$ cat src/rtl/idecode_pkg.sv
// Shared constants and types for the MIPS instruction-decode stage.
package idecode_pkg;

  localparam int DATA_W_DFLT = 32;
  localparam int REG_N_DFLT  = 32;

  localparam logic [5:0] OP_RTYPE = 6'd0;
  localparam logic [5:0] OP_LW    = 6'd35;
  localparam logic [5:0] OP_SW    = 6'd43;
  localparam logic [5:0] OP_BEQ   = 6'd4;

  localparam logic [1:0] ALUOP_ADD   = 2'b00;
  localparam logic [1:0] ALUOP_SUB   = 2'b01;
  localparam logic [1:0] ALUOP_FUNCT = 2'b10;

  // Bit positions inside the wb = {RegWrite, MemtoReg} and m = {Branch, MemRead, MemWrite} vectors
  localparam int WB_REGWRITE = 1;
  localparam int WB_MEMTOREG = 0;
  localparam int M_BRANCH    = 2;
  localparam int M_MEMREAD   = 1;
  localparam int M_MEMWRITE  = 0;

  typedef struct packed {
    logic [1:0] wb;
    logic [2:0] m;
    logic       regdst;
    logic       alusrc;
    logic [1:0] aluop;
  } ctrl_t;

endpackage

$ cat src/rtl/idecode_register_file.sv
// 2-read/1-write register file with register 0 hardwired to zero.
// Optional write-through bypass on the read ports when IDECODE_BYPASS_EN is defined.
module register_file
  import idecode_pkg::*;
#(
  parameter int DATA_W = DATA_W_DFLT,
  parameter int REG_N  = REG_N_DFLT,
  localparam int AW    = $clog2(REG_N)
) (
  input  logic              clk,
  input  logic              rst_n,
  input  logic [AW-1:0]     raddr1,
  input  logic [AW-1:0]     raddr2,
  output logic [DATA_W-1:0] rdata1,
  output logic [DATA_W-1:0] rdata2,
  input  logic              we,
  input  logic [AW-1:0]     waddr,
  input  logic [DATA_W-1:0] wdata
);

  logic [DATA_W-1:0] regs_reg [REG_N];
  logic              wr_en;
  logic [AW-1:0]     raddr [2];
  logic [DATA_W-1:0] rdata [2];

  assign wr_en    = we && (waddr != '0);
  assign raddr[0] = raddr1;
  assign raddr[1] = raddr2;
  assign rdata1   = rdata[0];
  assign rdata2   = rdata[1];

  always_ff @(posedge clk or negedge rst_n) begin
    if (!rst_n) begin
      for (int i = 0; i < REG_N; i++) regs_reg[i] <= '0;
    end else if (wr_en) begin
      regs_reg[waddr] <= wdata;
    end
  end

  genvar gi;
  generate
    for (gi = 0; gi < 2; gi++) begin : g_rd
`ifdef IDECODE_BYPASS_EN
      // The write lands in the first half-cycle, so a same-cycle read sees it
      assign rdata[gi] = (raddr[gi] == '0) ? '0 :
                         (wr_en && (waddr == raddr[gi])) ? wdata : regs_reg[raddr[gi]];
`else
      assign rdata[gi] = (raddr[gi] == '0) ? '0 : regs_reg[raddr[gi]];
`endif
    end
  endgenerate

endmodule

$ cat src/rtl/idecode.sv
// MIPS ID stage: control decode, register read, sign extension, ID/EX latch.
// Define IDECODE_BYPASS_EN to make same-cycle write-back visible to the read.
module idecode
  import idecode_pkg::*;
#(
  parameter int DATA_W = DATA_W_DFLT,
  parameter int REG_N  = REG_N_DFLT,
  localparam int AW    = $clog2(REG_N)
) (
  input  logic              clk,
  input  logic              rst_n,
  input  logic [31:0]       IF_ID_instr,
  input  logic [DATA_W-1:0] IF_ID_npc,
  input  logic              MEM_WB_RegWrite,
  input  logic [AW-1:0]     MEM_WB_writereg,
  input  logic [DATA_W-1:0] WB_writedata,
  output logic [1:0]        ID_EX_wb,
  output logic [2:0]        ID_EX_m,
  output logic              ID_EX_regdst,
  output logic              ID_EX_alusrc,
  output logic [1:0]        ID_EX_aluop,
  output logic [DATA_W-1:0] ID_EX_npc,
  output logic [DATA_W-1:0] ID_EX_readdat1,
  output logic [DATA_W-1:0] ID_EX_readdat2,
  output logic [DATA_W-1:0] ID_EX_sign_ext,
  output logic [4:0]        ID_EX_instr_2016,
  output logic [4:0]        ID_EX_instr_1511
);

  logic [5:0]        opcode;
  ctrl_t             ctrl_next;
  logic [DATA_W-1:0] readdat1_next;
  logic [DATA_W-1:0] readdat2_next;
  logic [DATA_W-1:0] sign_ext_next;

  assign opcode        = IF_ID_instr[31:26];
  assign sign_ext_next = {{(DATA_W-16){IF_ID_instr[15]}}, IF_ID_instr[15:0]};

  register_file #(
    .DATA_W(DATA_W),
    .REG_N (REG_N)
  ) u_register_file (
    .clk   (clk),
    .rst_n (rst_n),
    .raddr1(IF_ID_instr[25:21]),
    .raddr2(IF_ID_instr[20:16]),
    .rdata1(readdat1_next),
    .rdata2(readdat2_next),
    .we    (MEM_WB_RegWrite),
    .waddr (MEM_WB_writereg),
    .wdata (WB_writedata)
  );

  // Unknown opcodes decode to all-zero control, i.e. a bubble
  always_comb begin
    ctrl_next = '0;
    case (opcode)
      OP_RTYPE: begin
        ctrl_next.wb[WB_REGWRITE] = 1'b1;
        ctrl_next.regdst          = 1'b1;
        ctrl_next.aluop           = ALUOP_FUNCT;
      end
      OP_LW: begin
        ctrl_next.wb[WB_REGWRITE] = 1'b1;
        ctrl_next.wb[WB_MEMTOREG] = 1'b1;
        ctrl_next.m[M_MEMREAD]    = 1'b1;
        ctrl_next.alusrc          = 1'b1;
        ctrl_next.aluop           = ALUOP_ADD;
      end
      OP_SW: begin
        ctrl_next.m[M_MEMWRITE]   = 1'b1;
        ctrl_next.alusrc          = 1'b1;
        ctrl_next.aluop           = ALUOP_ADD;
      end
      OP_BEQ: begin
        ctrl_next.m[M_BRANCH]     = 1'b1;
        ctrl_next.aluop           = ALUOP_SUB;
      end
      default: ;
    endcase
  end

  always_ff @(posedge clk or negedge rst_n) begin
    if (!rst_n) begin
      ID_EX_wb         <= '0;
      ID_EX_m          <= '0;
      ID_EX_regdst     <= 1'b0;
      ID_EX_alusrc     <= 1'b0;
      ID_EX_aluop      <= '0;
      ID_EX_npc        <= '0;
      ID_EX_readdat1   <= '0;
      ID_EX_readdat2   <= '0;
      ID_EX_sign_ext   <= '0;
      ID_EX_instr_2016 <= '0;
      ID_EX_instr_1511 <= '0;
    end else begin
      ID_EX_wb         <= ctrl_next.wb;
      ID_EX_m          <= ctrl_next.m;
      ID_EX_regdst     <= ctrl_next.regdst;
      ID_EX_alusrc     <= ctrl_next.alusrc;
      ID_EX_aluop      <= ctrl_next.aluop;
      ID_EX_npc        <= IF_ID_npc;
      ID_EX_readdat1   <= readdat1_next;
      ID_EX_readdat2   <= readdat2_next;
      ID_EX_sign_ext   <= sign_ext_next;
      ID_EX_instr_2016 <= IF_ID_instr[20:16];
      ID_EX_instr_1511 <= IF_ID_instr[15:11];
    end
  end

endmodule

$ cat config.mk
export PLATFORM = sky130hd
export DESIGN_NAME = idecode
export DESIGN_NICKNAME = d
export VERILOG_FILES = /design/src/rtl/idecode_pkg.sv /design/src/rtl/idecode_register_file.sv /design/src/rtl/idecode.sv
export SDC_FILE = /design/constraint.sdc
export NUM_CORES = 2
export LEC_CHECK = 0
export ABC_CLOCK_PERIOD_IN_PS = 1820
export BUFFER_PORTS_ARGS = -buffer_cell sky130_fd_sc_hd__buf_4
export CAP_MARGIN = 25
export CORE_MARGIN = 5
export CORE_UTILIZATION = 60
export DETAILED_ROUTE_END_ITERATION = 10
export PLACE_DENSITY = 0.78
export SYNTH_ARGS = -nofsm -noshare
export SYNTH_HDL_FRONTEND = slang
export SYNTH_HIERARCHICAL = 1
export SYNTH_SLANG_ARGS = --single-unit
$ cat constraint.sdc
create_clock -name clk -period 1.82 [get_ports clk]
set_input_delay 0.364 -clock clk [delete_from_list [all_inputs] [get_ports clk]]
set_output_delay 0.364 -clock clk [all_outputs]
set_load 0.005 [all_outputs]
==> metrics <==
status completed; Least-Margin Pin Slew 1110 ps; gr ovfl total 0; Final Hold Fails 0; max FFs per register 1024; detailed-placement wirelength estimate 121000 um; post-synth cell types 38; port bufs 250; pwr dens 1080 nW/um^2; CP arrival 2340 ps; DRT iter0 DRCs 4475; # DRC 0; post-synthesis simple-gate area fraction 0.0164; CP Max Fanout 3; Hold Slack 43.6 ps; TritonCTS clock tree built; Total Wirelength 186000 um; Syn-to-layout area delta 21.3%; Initial Util 0.606; final core utilization 0.735; reg2reg path depth 4; worst setup path startpoint u_register_file/regs_reg[542]; Setup violations, final 0; Hold Crit Class input pin to flop; worst clock skew 29.6 ps; Hold EP ID_EX_instr_2016[1]; WP data required 2380 ps; post-synthesis register bit count 1148; Clock Path Buffers 3; Max Cap Viol 0; Crit Path Category flop to flop; Top FF cell, synth dfrtp_1; first-pass GRT wire length 277000 um; routability cong. 0.892; Vias/cell 7.04; Synth area leader dfrtp_1; main combinational cell family by area after synthesis multiplexers; Die W 320 um; top-level I/O count 251; Mapped Cells 3779; mux share of post-synthesis cell area 0.403; Clock Pin Slew Worst Setup and Hold Paths 60 ps; YS warnings 6; Slowest cell on crit path mux4_2; worst-skew pair later-pin latency 720 ps; final net count 4322; DR WL/cell 33.2 um; mapped cell area 57700 um^2; router iterations before antenna repair 5; Hold Crit Start IF_ID_instr[17]; ANT nets after route 0; Crit path largest cell delay 490 ps; min cycle time layout 1780 ps; Adder-Cell Fraction of Synth Area 0; CTS buffer count 119; Total Die Area 103000 um^2; leakage power total 0.0309 uW; root buf cell clkbuf_16; Synth Area in XOR/XNOR 0; period utilization 0.975; top cell type's share of synthesized area 0.498; Synth top cells by count dfrtp_1 (1148), mux2_2 (1046), mux4_2 (448); FFs w/ async S/R, synth 1.00; hold depth 2; Clock Sinks 1148; Die H 320 um; Mapped Avg Cell Area 15.3 um^2; vias in the first global route 41400; site row count 113; R2R setup slack 40 ps; max frequency 563 MHz; most common cell in the netlist dfrtp_1; via count 39400; Worst Setup Start Kind flop; largest net degree at the start of global routing 86; Reg-to-Reg End ID_EX_readdat1[30]; maximum VDD drop 0.827 mV; max_slew headroom 0.256; RR Startpoint u_register_file/regs_reg[542]; EDFF count, synth 0; max-slew violations 0; Total GRT Usage 0.363; Syn Nets 3883; CP Capture Type flop; Synth area leaders dfrtp_1 (50%), mux2_2 (20%), mux4_2 (17%); Synth Area in Compound Gates 0.0459; setup TNS 0 ps; Seq/Total Area, Yosys 0.498; initial antenna violation count 13; H-tree Lvls 3; layout cells sized above 1 0.571; crit path cell chain mux4_2, mux2_2, o21ai_0, a311oi_1; Core Region 95300 um^2
-- layout by cell type, fill, tap and decap left out, drive strengths merged, types with 5 or more instances in the layout --
master       instances
dfrtp             1148
mux2              1056
buf                712
mux4               448
clkbuf             164
mux2i              128
o21ai              110
nor2b               71
a22oi               64
a211oi              64
a311oi              64
dlygate4sd3         61
nand2               49
a221oi              46
clkinv              30
bufinv              23
nor2                20
o2111ai             18
diode               11
clkinvlp             6
nor3                 6
inv                  5
nand2b               5
-- critical path, delay by kind of cell (launching register included) --
family	cells	cell delay, ps
flops	1	400
compound gates	2	460
mux	2	770
-- metrics by stage --
stage	total power, uW	cell area (um^2)	instances	setup WS (ps)
global route	78100	70000	5594	-3.25
finish	75400	70000	5599	45.0
CTS	75400	70000	5586	12.5
floorplan	42600	57800	3779	25.2
detailed placement	48000	64900	5299	-465
global placement	47200	64900	5298	-445
-- report_power, final --
| part | switching [uW] | internal [uW] |
|---|---|---|
| clock network | 10700 | 16600 |
| logic | 5470 | 8950 |
| registers | 3630 | 30100 |
| total | 19800 | 55700 |
-- final cells by class --
cell class / instances / area [um^2]
Sequential cell: 1148 / 28700
Antenna cell: 11 / 27.5
Clock buffer: 164 / 3460
Clock inverter: 62 / 982
Inverter: 2 / 10.0
Fill cell: 5767 / 25300
Tap cell: 1265 / 1580
Timing Repair Buffer: 773 / 8170
Multi-Input combinational cell: 2174 / 27100
-- worst max path at each step --
| stage | cells past startpoint | endpoint | slack (ps) |
|---|---|---|---|
| 6_report | 4 | ID_EX_readdat1[30] | 40 |
| 5_1_grt | 2 | ID_EX_sign_ext[16] | -3 |
| 4_1_cts | 1 | ID_EX_sign_ext[22] | 10 |
| 3_5_place_dp | 7 | ID_EX_readdat1[22] | -470 |
| 3_3_place_gp | 7 | ID_EX_readdat1[12] | -440 |
| 2_1_floorplan | 7 | ID_EX_readdat2[11] | 30 |
-- routing by layer --
| layer | part of all wire | track usage |
|---|---|---|
| met1 | 0.37 | 0.487 |
| met2 | 0.46 | 0.551 |
| met3 | 0.10 | 0.101 |
| met4 | 0.061 | 0.188 |
| met5 | 0.00031 | 0 |
-- kinds of logic (layout without fill, tap and decap cells) --
logic type,after synthesis,count (layout)
simple gates,175,175
mux,1632,1632
compound gates,367,367
other cells,0,11
flops,1148,1148
buf+inv,457,1001
-- what timing repair did --
action	CTS	global route
hold buffers	61	0
endpoints found under the hold margin	552	0
endpoints found under the setup margin	18	20
buffers inserted	0	2
resized for setup	1	3
Note: power is estimated with default switching activity, not from simulation.
